==> src/rtl/spi_tx_fifo_framed.sv <==
// Transmit FIFO feeding an SPI MOSI shifter, with automatic chip-select framing
// around BURST_LEN-word bursts (or shorter flushed frames) and level/overflow status.
module spi_tx_fifo_framed #(
   parameter int unsigned DSIZE     = 8,
   parameter int unsigned ASIZE     = 4,
   parameter int unsigned BURST_LEN = 4,
   parameter int unsigned AFULL_LVL = 12
) (
   input  logic             clk,
   input  logic             rst,
   input  logic [DSIZE-1:0] wdata,
   input  logic             data_av,
   input  logic             flush,
   input  logic             tx_ready,
   output logic [DSIZE-1:0] data_to_mosi,
   output logic             tx_valid,
   output logic             spi_cs,
   output logic             frame_done,
   output logic             w_full,
   output logic             w_almost_full,
   output logic             w_overflow,
   output logic [ASIZE:0]   level
);

   localparam int unsigned DEPTH = 2 ** ASIZE;
   localparam int unsigned LW    = ASIZE + 1;
   localparam logic [ASIZE:0] L_DEPTH = LW'(DEPTH);
   localparam logic [ASIZE:0] L_BURST = LW'(BURST_LEN);
   localparam logic [ASIZE:0] L_AFULL = LW'(AFULL_LVL);

   typedef enum logic [1:0] {IDLE, SETUP, XFER, HOLD} state_t;

   logic [DSIZE-1:0] r_mem [DEPTH];
   logic [ASIZE-1:0] r_wptr;
   logic [ASIZE-1:0] r_rptr;
   logic [ASIZE:0]   r_level;
   logic [ASIZE:0]   r_remain;
   state_t           r_state;
   logic             r_flush_pend;
   logic             r_overflow;
   logic             r_tx_valid;
   logic             r_spi_cs;
   logic             r_frame_done;
   logic [DSIZE-1:0] r_data;

   logic             w_wr;
   logic             w_pop;
   logic             w_start;

   // Write acceptance, pop and frame-start decisions, all on registered level
   always_comb begin
      w_wr    = data_av && (r_level != L_DEPTH);
      w_pop   = (r_state == SETUP) ||
                ((r_state == XFER) && r_tx_valid && tx_ready && (r_remain != '0));
      w_start = (r_state == IDLE) &&
                ((r_level >= L_BURST) || (r_flush_pend && (r_level != '0)));
   end

   always_ff @(posedge clk) begin
      if (w_wr) r_mem[r_wptr] <= wdata;
   end

   // Pointers, level and sticky/pending flags
   always_ff @(posedge clk) begin
      if (rst) begin
         r_wptr       <= '0;
         r_rptr       <= '0;
         r_level      <= '0;
         r_overflow   <= 1'b0;
         r_flush_pend <= 1'b0;
      end else begin
         if (w_wr)  r_wptr <= r_wptr + ASIZE'(1);
         if (w_pop) r_rptr <= r_rptr + ASIZE'(1);
         if (w_wr && !w_pop)      r_level <= r_level + LW'(1);
         else if (!w_wr && w_pop) r_level <= r_level - LW'(1);
         if (data_av && (r_level == L_DEPTH)) r_overflow <= 1'b1;
         // A new flush request wins over a clear in the same cycle
         if (flush)
            r_flush_pend <= 1'b1;
         else if (w_start || ((r_state == IDLE) && (r_level == '0)))
            r_flush_pend <= 1'b0;
      end
   end

   // Framing FSM; frame length is frozen when leaving IDLE
   always_ff @(posedge clk) begin
      if (rst) begin
         r_state      <= IDLE;
         r_remain     <= '0;
         r_data       <= '0;
         r_tx_valid   <= 1'b0;
         r_spi_cs     <= 1'b0;
         r_frame_done <= 1'b0;
      end else begin
         r_frame_done <= 1'b0;
         case (r_state)
            IDLE: begin
               if (w_start) begin
                  r_remain <= (r_level < L_BURST) ? r_level : L_BURST;
                  r_spi_cs <= 1'b1;
                  r_state  <= SETUP;
               end
            end
            SETUP: begin
               r_data     <= r_mem[r_rptr];
               r_remain   <= r_remain - LW'(1);
               r_tx_valid <= 1'b1;
               r_state    <= XFER;
            end
            XFER: begin
               if (r_tx_valid && tx_ready) begin
                  if (r_remain != '0) begin
                     r_data   <= r_mem[r_rptr];
                     r_remain <= r_remain - LW'(1);
                  end else begin
                     r_tx_valid <= 1'b0;
                     r_state    <= HOLD;
                  end
               end
            end
            HOLD: begin
               r_spi_cs     <= 1'b0;
               r_frame_done <= 1'b1;
               r_state      <= IDLE;
            end
            default: r_state <= IDLE;
         endcase
      end
   end

   assign data_to_mosi  = r_data;
   assign tx_valid      = r_tx_valid;
   assign spi_cs        = r_spi_cs;
   assign frame_done    = r_frame_done;
   assign w_full        = (r_level == L_DEPTH);
   assign w_almost_full = (r_level >= L_AFULL);
   assign w_overflow    = r_overflow;
   assign level         = r_level;

endmodule

==> config.mk <==
export PLATFORM = sky130hd
export DESIGN_NAME = spi_tx_fifo_framed
export DESIGN_NICKNAME = d
export VERILOG_FILES = /design/src/rtl/spi_tx_fifo_framed.sv
export SDC_FILE = /design/constraint.sdc
export NUM_CORES = 1
export LEC_CHECK = 0
export CORE_AREA = 2 2 113 115
export CTS_BUF_LIST = sky130_fd_sc_hd__clkbuf_4 sky130_fd_sc_hd__clkbuf_8 sky130_fd_sc_hd__clkbuf_16
export DETAILED_ROUTE_END_ITERATION = 8
export DIE_AREA = 0 0 115 117
export HOLD_SLACK_MARGIN = 0.15
export PLACE_DENSITY = 0.76
export SLEW_MARGIN = 20
export SYNTH_ARGS = -nofsm -noshare
export SYNTH_HDL_FRONTEND = slang
export SYNTH_SLANG_ARGS = --single-unit
==> constraint.sdc <==
create_clock -name clk -period 3.2 [get_ports clk]
set_clock_uncertainty 0.15 [all_clocks]
set_input_delay 0.32 -clock clk [delete_from_list [all_inputs] [get_ports clk]]
set_output_delay 0.32 -clock clk [all_outputs]
set_load 0.02 [all_outputs]
==> results.txt, run 1 <==
----------------------------------------------------
[Run]
  Number of max-cap violations ... 0

[Floorplanning]
  IO Pins ... 32
  Die Height ... 117 µm
  Die Outline Area ... 13500 µm²
  Core footprint ... 12300 µm²
  Initial core utilization ... 54.9%
  Number of rows in the core area ... 41
  Floorplan die width ... 115 µm

[Logic synthesis]
  Mean area per synthesized cell ... 16.4 µm²
  Post-synth ARST share ... 0%
  Predominant post-synthesis flop cell ... sky130_fd_sc_hd__edfxtp_1
  Synthesized netlist net count ... 440
  Number of instances in the synthesized netlist ... 411
  Proportion of synthesized chip area in sequential cells ... 67.8%
  Number of enable flip-flop cells after synthesis ... 128
  Synth Register Bits ... 165
  Syn Std Cell Area ... 6760 µm²
  Yosys cell types ... 48
  Synthesis Warnings ... 0

[Setup path]
  Sort of element at the start of the critical path ... flip-flop
  Biggest fanout along the worst timing path ... 7
  CP arrival ... 3160 ps
  Critical path class ... reg -> reg
  Count of buffering cells on the critical path with inverters included ... 1
  Critical Path Max Stage Delay ... 540 ps
  Crit path max-delay family ... compound AO/OA/AOI/OAI gates
  Slowest cell on crit path ... sky130_fd_sc_hd__or4_4
  Data required time at the worst endpoint ... 3360 ps
  Nature of the critical path endpoint ... flip-flop
  Critical path cell sequence ... or4_4 -> o21a_1 -> ha_1 -> inv_1 -> ha_1 -> a21o_1 -> a21oi_1 -> mux2i_1 -> mux2_2
  Most Frequent Cell on Critical Path ... sky130_fd_sc_hd__ha_1

[Place]
  Routability cong. ... 0.796
  Worst slack at placement ... 129 ps
  DP HPWL ... 8750 µm
  Placed inst area ... 7370 µm²
  Number of I/O port buffers ... 31
  DP Cell Count ... 597

[Timing]
  Slew of the pin with the lowest slew margin ... 931 ps
  Sum Neg Setup Slack ... 0 ps
  Minimum period implied by the final worst setup slack ... 3000 ps
  Final Setup Violations ... 0
  Final count of pins violating max slew ... 0
  Final clock period utilization by the worst path ... 93.9%
  Final Hold Fails ... 0
  Relative slew margins ... 37.8%
  Maximum clock frequency ... 333 MHz
  Setup repair after global routing missed its margin ... false
  WHS ... 334 ps
  Final worst setup slack ... 195 ps

[Finish]
  Sequential cell area ... 4590 µm²
  Filler instances ... 861
  Final design instance area without fill ... 7930 µm²
  Final core utilization ... 64.4%
  Ratio of cells with drive above 1 in the final layout ... 20.4%
  Final std cells w/o fill ... 626
  Total area of multi-input combinational cells ... 2030 µm²
  Area delta synth->final ... 17.3%
  Final nets ... 495
  Antenna Diode Count ... 0

[Clocking]
  Number of CTS-inserted buffers ... 17
  Worst-case clock buffer depth ... 2
  Hold buffers post-CTS ... 0
  Clock-pin slew on the worst setup and hold paths ... 60 ps
  Clock Latency Late Sink ... 430 ps
  Clock H-tree levels ... 4
  Buffer type at the clock tree root ... sky130_fd_sc_hd__clkbuf_16
  Clock tree from TritonCTS ... yes
  Post-CTS setup buffer count ... 0
  Number of gates resized after CTS ... 0
  TritonCTS sink count ... 165

[Route]
  Routed wire per std cell ... 21.4 µm
  Total via count in the routed design ... 3807
  Total wire length ... 13400 µm
  Number of violations reported at the end of detailed-routing iteration 0 ... 394
  Detailed-router iteration count before antenna repair ... 5
  Antenna-violating nets left ... 0
  Via count normalized by instance count ... 6.08
  Number of remaining DRC errors ... 0

[Global route]
  Vias in the first global route ... 3883
  Antenna violations before repair ... 0
  Wire length of the first global-routing pass ... 21000 µm
  Total routing usage reported by global routing ... 21.5%
  Maximum number of pins on one net before global-route repair ... 33
  Aggregate global routing overflow ... 0

[Pwr]
  Maximum vdd drop ... 429 µV
  Overall Power ... 6.06 mW
  Reported leakage power ... 2.65 nW
  Power per unit of standard cell area ... 764 nW/µm²

[Run status]
  Run status ... completed

[Hold path]
  Kind of path behind the tightest hold check ... reg -> reg

----------------------------------------------------
[registers in the layout, summed over array words and instances (netlist names), named ones only]
register and cells:
data_to_mosi 8, frame_done 1, level 5, r_flush_pend 1, r_mem 128, r_remain 5, r_rptr 4, r_state 2
r_wptr 4, spi_cs 1, tx_valid 1, w_overflow 1
[power breakdown]
part	internal, mW	switching (mW)
registers	2.49	0.182
clock network	1.15	0.796
logic	0.651	0.790
[final cells by class]
| type | instances | area share [%] |
|---|---|---|
| sequential | 165 | 57.8 |
| multi-input combinational | 214 | 25.6 |
| inverter | 11 | 0.521 |
| clock inverter | 11 | 1.66 |
| clock buffer | 18 | 5.46 |
| tap | 150 | 2.37 |
| timing repair buffer | 57 | 6.53 |
[kinds of logic (layout without fill, tap and decap cells)]
logic type | after synthesis | count (layout) | share of synthesized area [%]
compound gates | 56 | 56 | 5.98
xor+xnor | 7 | 7 | 0.907
fa+ha+maj | 16 | 16 | 3.07
buf+inv | 32 | 97 | 2.11
flops | 165 | 165 | 67.8
mux | 54 | 54 | 13.9
simple gates | 81 | 81 | 6.18
[metal layers]
metal  part of all wire (%)  global-route usage, %  vias to the layer above  wire (µm)
met2                     51                   36.2                      118       6870
met5                      0                      0                        -          0
li1                       -                      -                     1730          -
met1                     42                   26.6                     1935       5600
met4                    1.7                   9.40                        0        232
met3                    5.4                   5.61                       24        724
[worst paths after layout]
check                              start        to  slack (ps)  depth (start not counted)
worst max-delay path            level[2]  level[4]         200                          9
worst min-delay path              spi_cs    spi_cs         330                          2
worst max register to register  level[2]  level[4]         200                          9
worst min register to register    spi_cs    spi_cs         330                          2
[worst reg2reg max path, delay by kind of cell (launching register included)]
family | cells | cell delay, ps
buffers and inverters | 1 | 170
muxes | 2 | 560
adders and majority gates | 2 | 520
AOI/OAI and AO/OA | 3 | 580
and+or+nand+nor | 1 | 540
DFF | 1 | 370
[synthesized netlist by cell type (2+ instances only)]
cell | instances | area [µm²]
sky130_fd_sc_hd__dfxtp_1 | 37 | 741
sky130_fd_sc_hd__nor3b_1 | 2 | 15.0
sky130_fd_sc_hd__a21oi_1 | 14 | 70.1
sky130_fd_sc_hd__o21a_1 | 2 | 15.0
sky130_fd_sc_hd__buf_2 | 6 | 30.0
sky130_fd_sc_hd__xor2_1 | 5 | 43.8
sky130_fd_sc_hd__clkbuf_1 | 8 | 30.0
sky130_fd_sc_hd__o21ai_0 | 7 | 35.0
sky130_fd_sc_hd__mux4_2 | 32 | 721
sky130_fd_sc_hd__nor2_1 | 34 | 128
sky130_fd_sc_hd__mux2i_1 | 21 | 210
sky130_fd_sc_hd__nand2_1 | 10 | 37.5
sky130_fd_sc_hd__o2111ai_1 | 8 | 70.1
sky130_fd_sc_hd__nor3_1 | 7 | 35.0
sky130_fd_sc_hd__and3_1 | 3 | 18.8
sky130_fd_sc_hd__inv_1 | 11 | 41.3
sky130_fd_sc_hd__o31ai_1 | 2 | 15.0
sky130_fd_sc_hd__buf_6 | 2 | 22.5
sky130_fd_sc_hd__nand2b_1 | 4 | 25.0
sky130_fd_sc_hd__xnor2_1 | 2 | 17.5
sky130_fd_sc_hd__o221ai_1 | 8 | 70.1
sky130_fd_sc_hd__a311oi_1 | 2 | 17.5
sky130_fd_sc_hd__nand3_1 | 8 | 40.0
sky130_fd_sc_hd__or3_1 | 2 | 12.5
sky130_fd_sc_hd__buf_1 | 5 | 18.8
sky130_fd_sc_hd__a31oi_1 | 2 | 12.5
sky130_fd_sc_hd__edfxtp_1 | 128 | 3840
sky130_fd_sc_hd__ha_1 | 15 | 188
sky130_fd_sc_hd__nor2b_1 | 4 | 25.0
sky130_fd_sc_hd__a21o_1 | 2 | 15.0
[cells in the final DEF, fill, tap and decap left out, types with 2 or more instances in the layout]
cell and instances:
sky130_fd_sc_hd__nor3_1 7, sky130_fd_sc_hd__mux2i_1 21, sky130_fd_sc_hd__xnor2_1 2, sky130_fd_sc_hd__nor2_1 34
sky130_fd_sc_hd__ha_1 15, sky130_fd_sc_hd__nand3_1 8, sky130_fd_sc_hd__nand2_1 10, sky130_fd_sc_hd__o21ai_0 7
sky130_fd_sc_hd__or3_1 2, sky130_fd_sc_hd__nor2b_1 4, sky130_fd_sc_hd__clkbuf_16 17, sky130_fd_sc_hd__a21oi_1 14
sky130_fd_sc_hd__buf_4 25, sky130_fd_sc_hd__dfxtp_1 36, sky130_fd_sc_hd__clkdlybuf4s50_1 31, sky130_fd_sc_hd__clkinv_4 4
sky130_fd_sc_hd__mux4_2 32, sky130_fd_sc_hd__and3_1 3, sky130_fd_sc_hd__edfxtp_1 128, sky130_fd_sc_hd__clkinvlp_4 3
sky130_fd_sc_hd__a31oi_1 2, sky130_fd_sc_hd__nor3b_1 2, sky130_fd_sc_hd__a21o_1 2, sky130_fd_sc_hd__bufinv_16 2
sky130_fd_sc_hd__o31ai_1 2, sky130_fd_sc_hd__o221ai_1 8, sky130_fd_sc_hd__nand2b_1 4, sky130_fd_sc_hd__inv_1 11
sky130_fd_sc_hd__o21a_1 2, sky130_fd_sc_hd__o2111ai_1 8, sky130_fd_sc_hd__a311oi_1 2, sky130_fd_sc_hd__xor2_1 5
(Power assumes the default switching activity.)
==> run 2, diff against run 1 <==
==> constraint.sdc (replaced) <==
create_clock -name clk -period 3 [get_ports clk]
set_clock_uncertainty 0.15 [all_clocks]
set_input_delay 0.3 -clock clk [delete_from_list [all_inputs] [get_ports clk]]
set_output_delay 0.3 -clock clk [all_outputs]
set_load 0.02 [all_outputs]
==> results.txt, run 2 (synthesized netlist as in run 1, its figures left out) <==
----------------------------------------------------
[Finish]
  Final std cells w/o fill ... 634 (+1.3%)
  Final design instance area without fill ... 8000 µm² (+0.88%)
  Max FFs per register ... 128 (unchanged)
  Reg with most FFs ... r_mem
  Antenna Diode Count ... 0 (unchanged)
  Most frequent cells in the layout ... sky130_fd_sc_hd__edfxtp_1, sky130_fd_sc_hd__nor2_1, sky130_fd_sc_hd__dfxtp_1
  Final core utilization ... 65.0% (+0.57 points)
  Ratio of cells with drive above 1 in the final layout ... 22.7% (+2.3 points)
  Final nets ... 500 (+1.0%)
  Area delta synth->final ... 18.3%
  Most common library cell in the layout ignoring fill and taps ... sky130_fd_sc_hd__edfxtp_1

[Setup path]
  Critical Path Max Stage Delay ... 410 ps (-130 ps)
  Critical path class ... reg -> reg
  Sort of element at the start of the critical path ... flip-flop
  Data required time at the worst endpoint ... 3160 ps (-200 ps)
  Biggest fanout along the worst timing path ... 5 (-2)
  Slowest cell on crit path ... sky130_fd_sc_hd__fa_1
  Critical path cell sequence ... inv_1 -> ha_1 -> nor4b_4 -> o21ba_1 -> ha_1 -> inv_2 -> fa_1 -> a21o_1 -> a21oi_2 -> mux2i_1 -> mux2_2
  Most Frequent Cell on Critical Path ... sky130_fd_sc_hd__ha_1
  CP arrival ... 3010 ps (-150 ps)
  Nature of the critical path endpoint ... flip-flop

[Floorplanning]
  IO Pins ... 32 (unchanged)
  Die Height ... 117 µm (unchanged)
  Core footprint ... 12300 µm² (unchanged)
  Die Outline Area ... 13500 µm² (unchanged)
  Initial core utilization ... 54.9% (unchanged)
  Number of rows in the core area ... 41 (unchanged)
  Floorplan die width ... 115 µm (unchanged)

[Route]
  Detailed-router iteration count before antenna repair ... 5 (unchanged)
  Total wire length ... 13800 µm (+2.9%)
  Number of violations reported at the end of detailed-routing iteration 0 ... 548 (+39%)
  Number of remaining DRC errors ... 0 (unchanged)
  Total via count in the routed design ... 3902 (+2.5%)
  Antenna-violating nets left ... 0 (unchanged)
  Via count normalized by instance count ... 6.15 (+1.2%)
  Routed wire per std cell ... 21.8 µm (+1.6%)

[Pwr]
  Overall Power ... 6.51 mW (+7.5%)
  Combinational fraction of design power ... 24.7% (+0.9 points)
  Power per unit of standard cell area ... 814 nW/µm² (+6.5%)
  Switch Pwr ... 1.94 mW (+9.7%)
  Switch share ... 29.8% (+0.62 points)
  Reported leakage power ... 2.70 nW (+1.7%)
  Internal power consumption ... 4.57 mW (+6.5%)
  Maximum vdd drop ... 426 µV (-0.72%)
  Sequential share of power ... 43.5% (-0.6 points)
  Share of power burned in the clock network ... 31.8% (-0.3 points)

[Global route]
  Vias in the first global route ... 3883 (unchanged)
  Wire length of the first global-routing pass ... 21400 µm (+2.2%)
  Maximum number of pins on one net before global-route repair ... 33 (unchanged)
  Antenna violations before repair ... 0 (unchanged)
  Total routing usage reported by global routing ... 22.1% (+0.58 points)
  Aggregate global routing overflow ... 0 (unchanged)

[Place]
  Number of I/O port buffers ... 31 (unchanged)
  Routability cong. ... 0.834 (+4.8%)
  Placed inst area ... 7410 µm² (+0.54%)
  DP Cell Count ... 602 (+0.84%)
  DP HPWL ... 8940 µm (+2.1%)
  Worst slack at placement ... 29.1 ps (-99.9 ps)

[Timing]
  Final Hold Fails ... 0 (unchanged)
  Final worst setup slack ... 155 ps (-39.8 ps)
  Final clock period utilization by the worst path ... 94.8% (+0.92 points)
  Final count of pins violating max slew ... 0 (unchanged)
  Final Setup Violations ... 0 (unchanged)
  Slew of the pin with the lowest slew margin ... 808 ps (-123 ps)
  Maximum clock frequency ... 352 MHz (+5.6%)
  Relative slew margins ... 46.1% (+8.2 points)
  Minimum period implied by the final worst setup slack ... 2840 ps (-160 ps)

[Run status]
  Run status ... completed

[Hold path]
  Kind of path behind the tightest hold check ... in -> reg

[Clocking]
  Post-CTS setup buffer count ... 0 (unchanged)
  Clock Latency Late Sink ... 420 ps (about the same)
  Clock tree from TritonCTS ... yes
  Buffer type at the clock tree root ... sky130_fd_sc_hd__clkbuf_16
  TritonCTS sink count ... 165 (unchanged)
  Hold buffers post-CTS ... 0 (unchanged)
  Worst-case clock buffer depth ... 2 (unchanged)
  Number of gates resized after CTS ... 0 (unchanged)
  Number of CTS-inserted buffers ... 17 (unchanged)
  Clock-pin slew on the worst setup and hold paths ... 60 ps (about the same)
  Clock H-tree levels ... 4 (unchanged)

[Run]
  Number of max-cap violations ... 0 (unchanged)

----------------------------------------------------
[run 2: cell count changes in the layout (fill, tap and decap cells not counted), moves of 2 or more]
cell,before,now
sky130_fd_sc_hd__buf_4,25,30
sky130_fd_sc_hd__clkinvlp_4,3,1
sky130_fd_sc_hd__bufinv_16,2,0
sky130_fd_sc_hd__clkbuf_16,17,19
sky130_fd_sc_hd__dfxtp_1,36,34
sky130_fd_sc_hd__dfxtp_2,1,3
[run 2: path summary, 6_finish.rpt]
kind             endpoint  slack, ps        start  depth (start not counted)
max              level[4]        160  r_remain[0]                         11
min          r_flush_pend        360        flush                          3
max reg2reg      level[4]        160  r_remain[0]                         11
min reg2reg     flip-flop        360    r_rptr[2]                          2
[run 2: cell type report]
type,count,area [µm²]
fillers,840,4310
multi-input cells,214,2050
repair buffers,62,556
clock inverters,11,87.6
flip-flops and latches,165,4590
clock buffers,21,490
inverters,11,41.3
well taps,150,188
[run 2: power by group through the flow]
stage	Clock [mW]	Sequential [mW]	Combinational [mW]
after detailed placement	0	2.88	1.55
after floorplan	0	2.91	0.969
final	2.07	2.83	1.61
after global placement	0	2.86	1.50
after CTS	2.10	2.83	1.57
after global routing	2.20	2.85	1.75
[run 2: layer usage]
metal,global-route usage (%),share of wire [%],wire [µm],vias up
met5,0,0,0,-
met4,7.55,1.4,191,0
met3,5.20,6.7,930,21
met2,37.0,50,6890,149
met1,28.8,42,5800,1984
li1,-,-,-,1748
[run 2: through the flow]
step           setup TNS, ps  hold WS [ps]
2_1_floorplan              0           249
3_3_place_gp               0           312
3_5_place_dp               0           340
4_1_cts                    0           342
5_1_grt                -7.68           358
6_report                   0           355
[run 2: worst max-delay path, delay by kind of cell, from the launching register on]
kind	cells	cell delay, ps
muxes	2	540
buffers and inverters	2	180
DFF	1	320
AOI/OAI and AO/OA	3	540
adders and majority gates	3	770
and+or+nand+nor	1	220
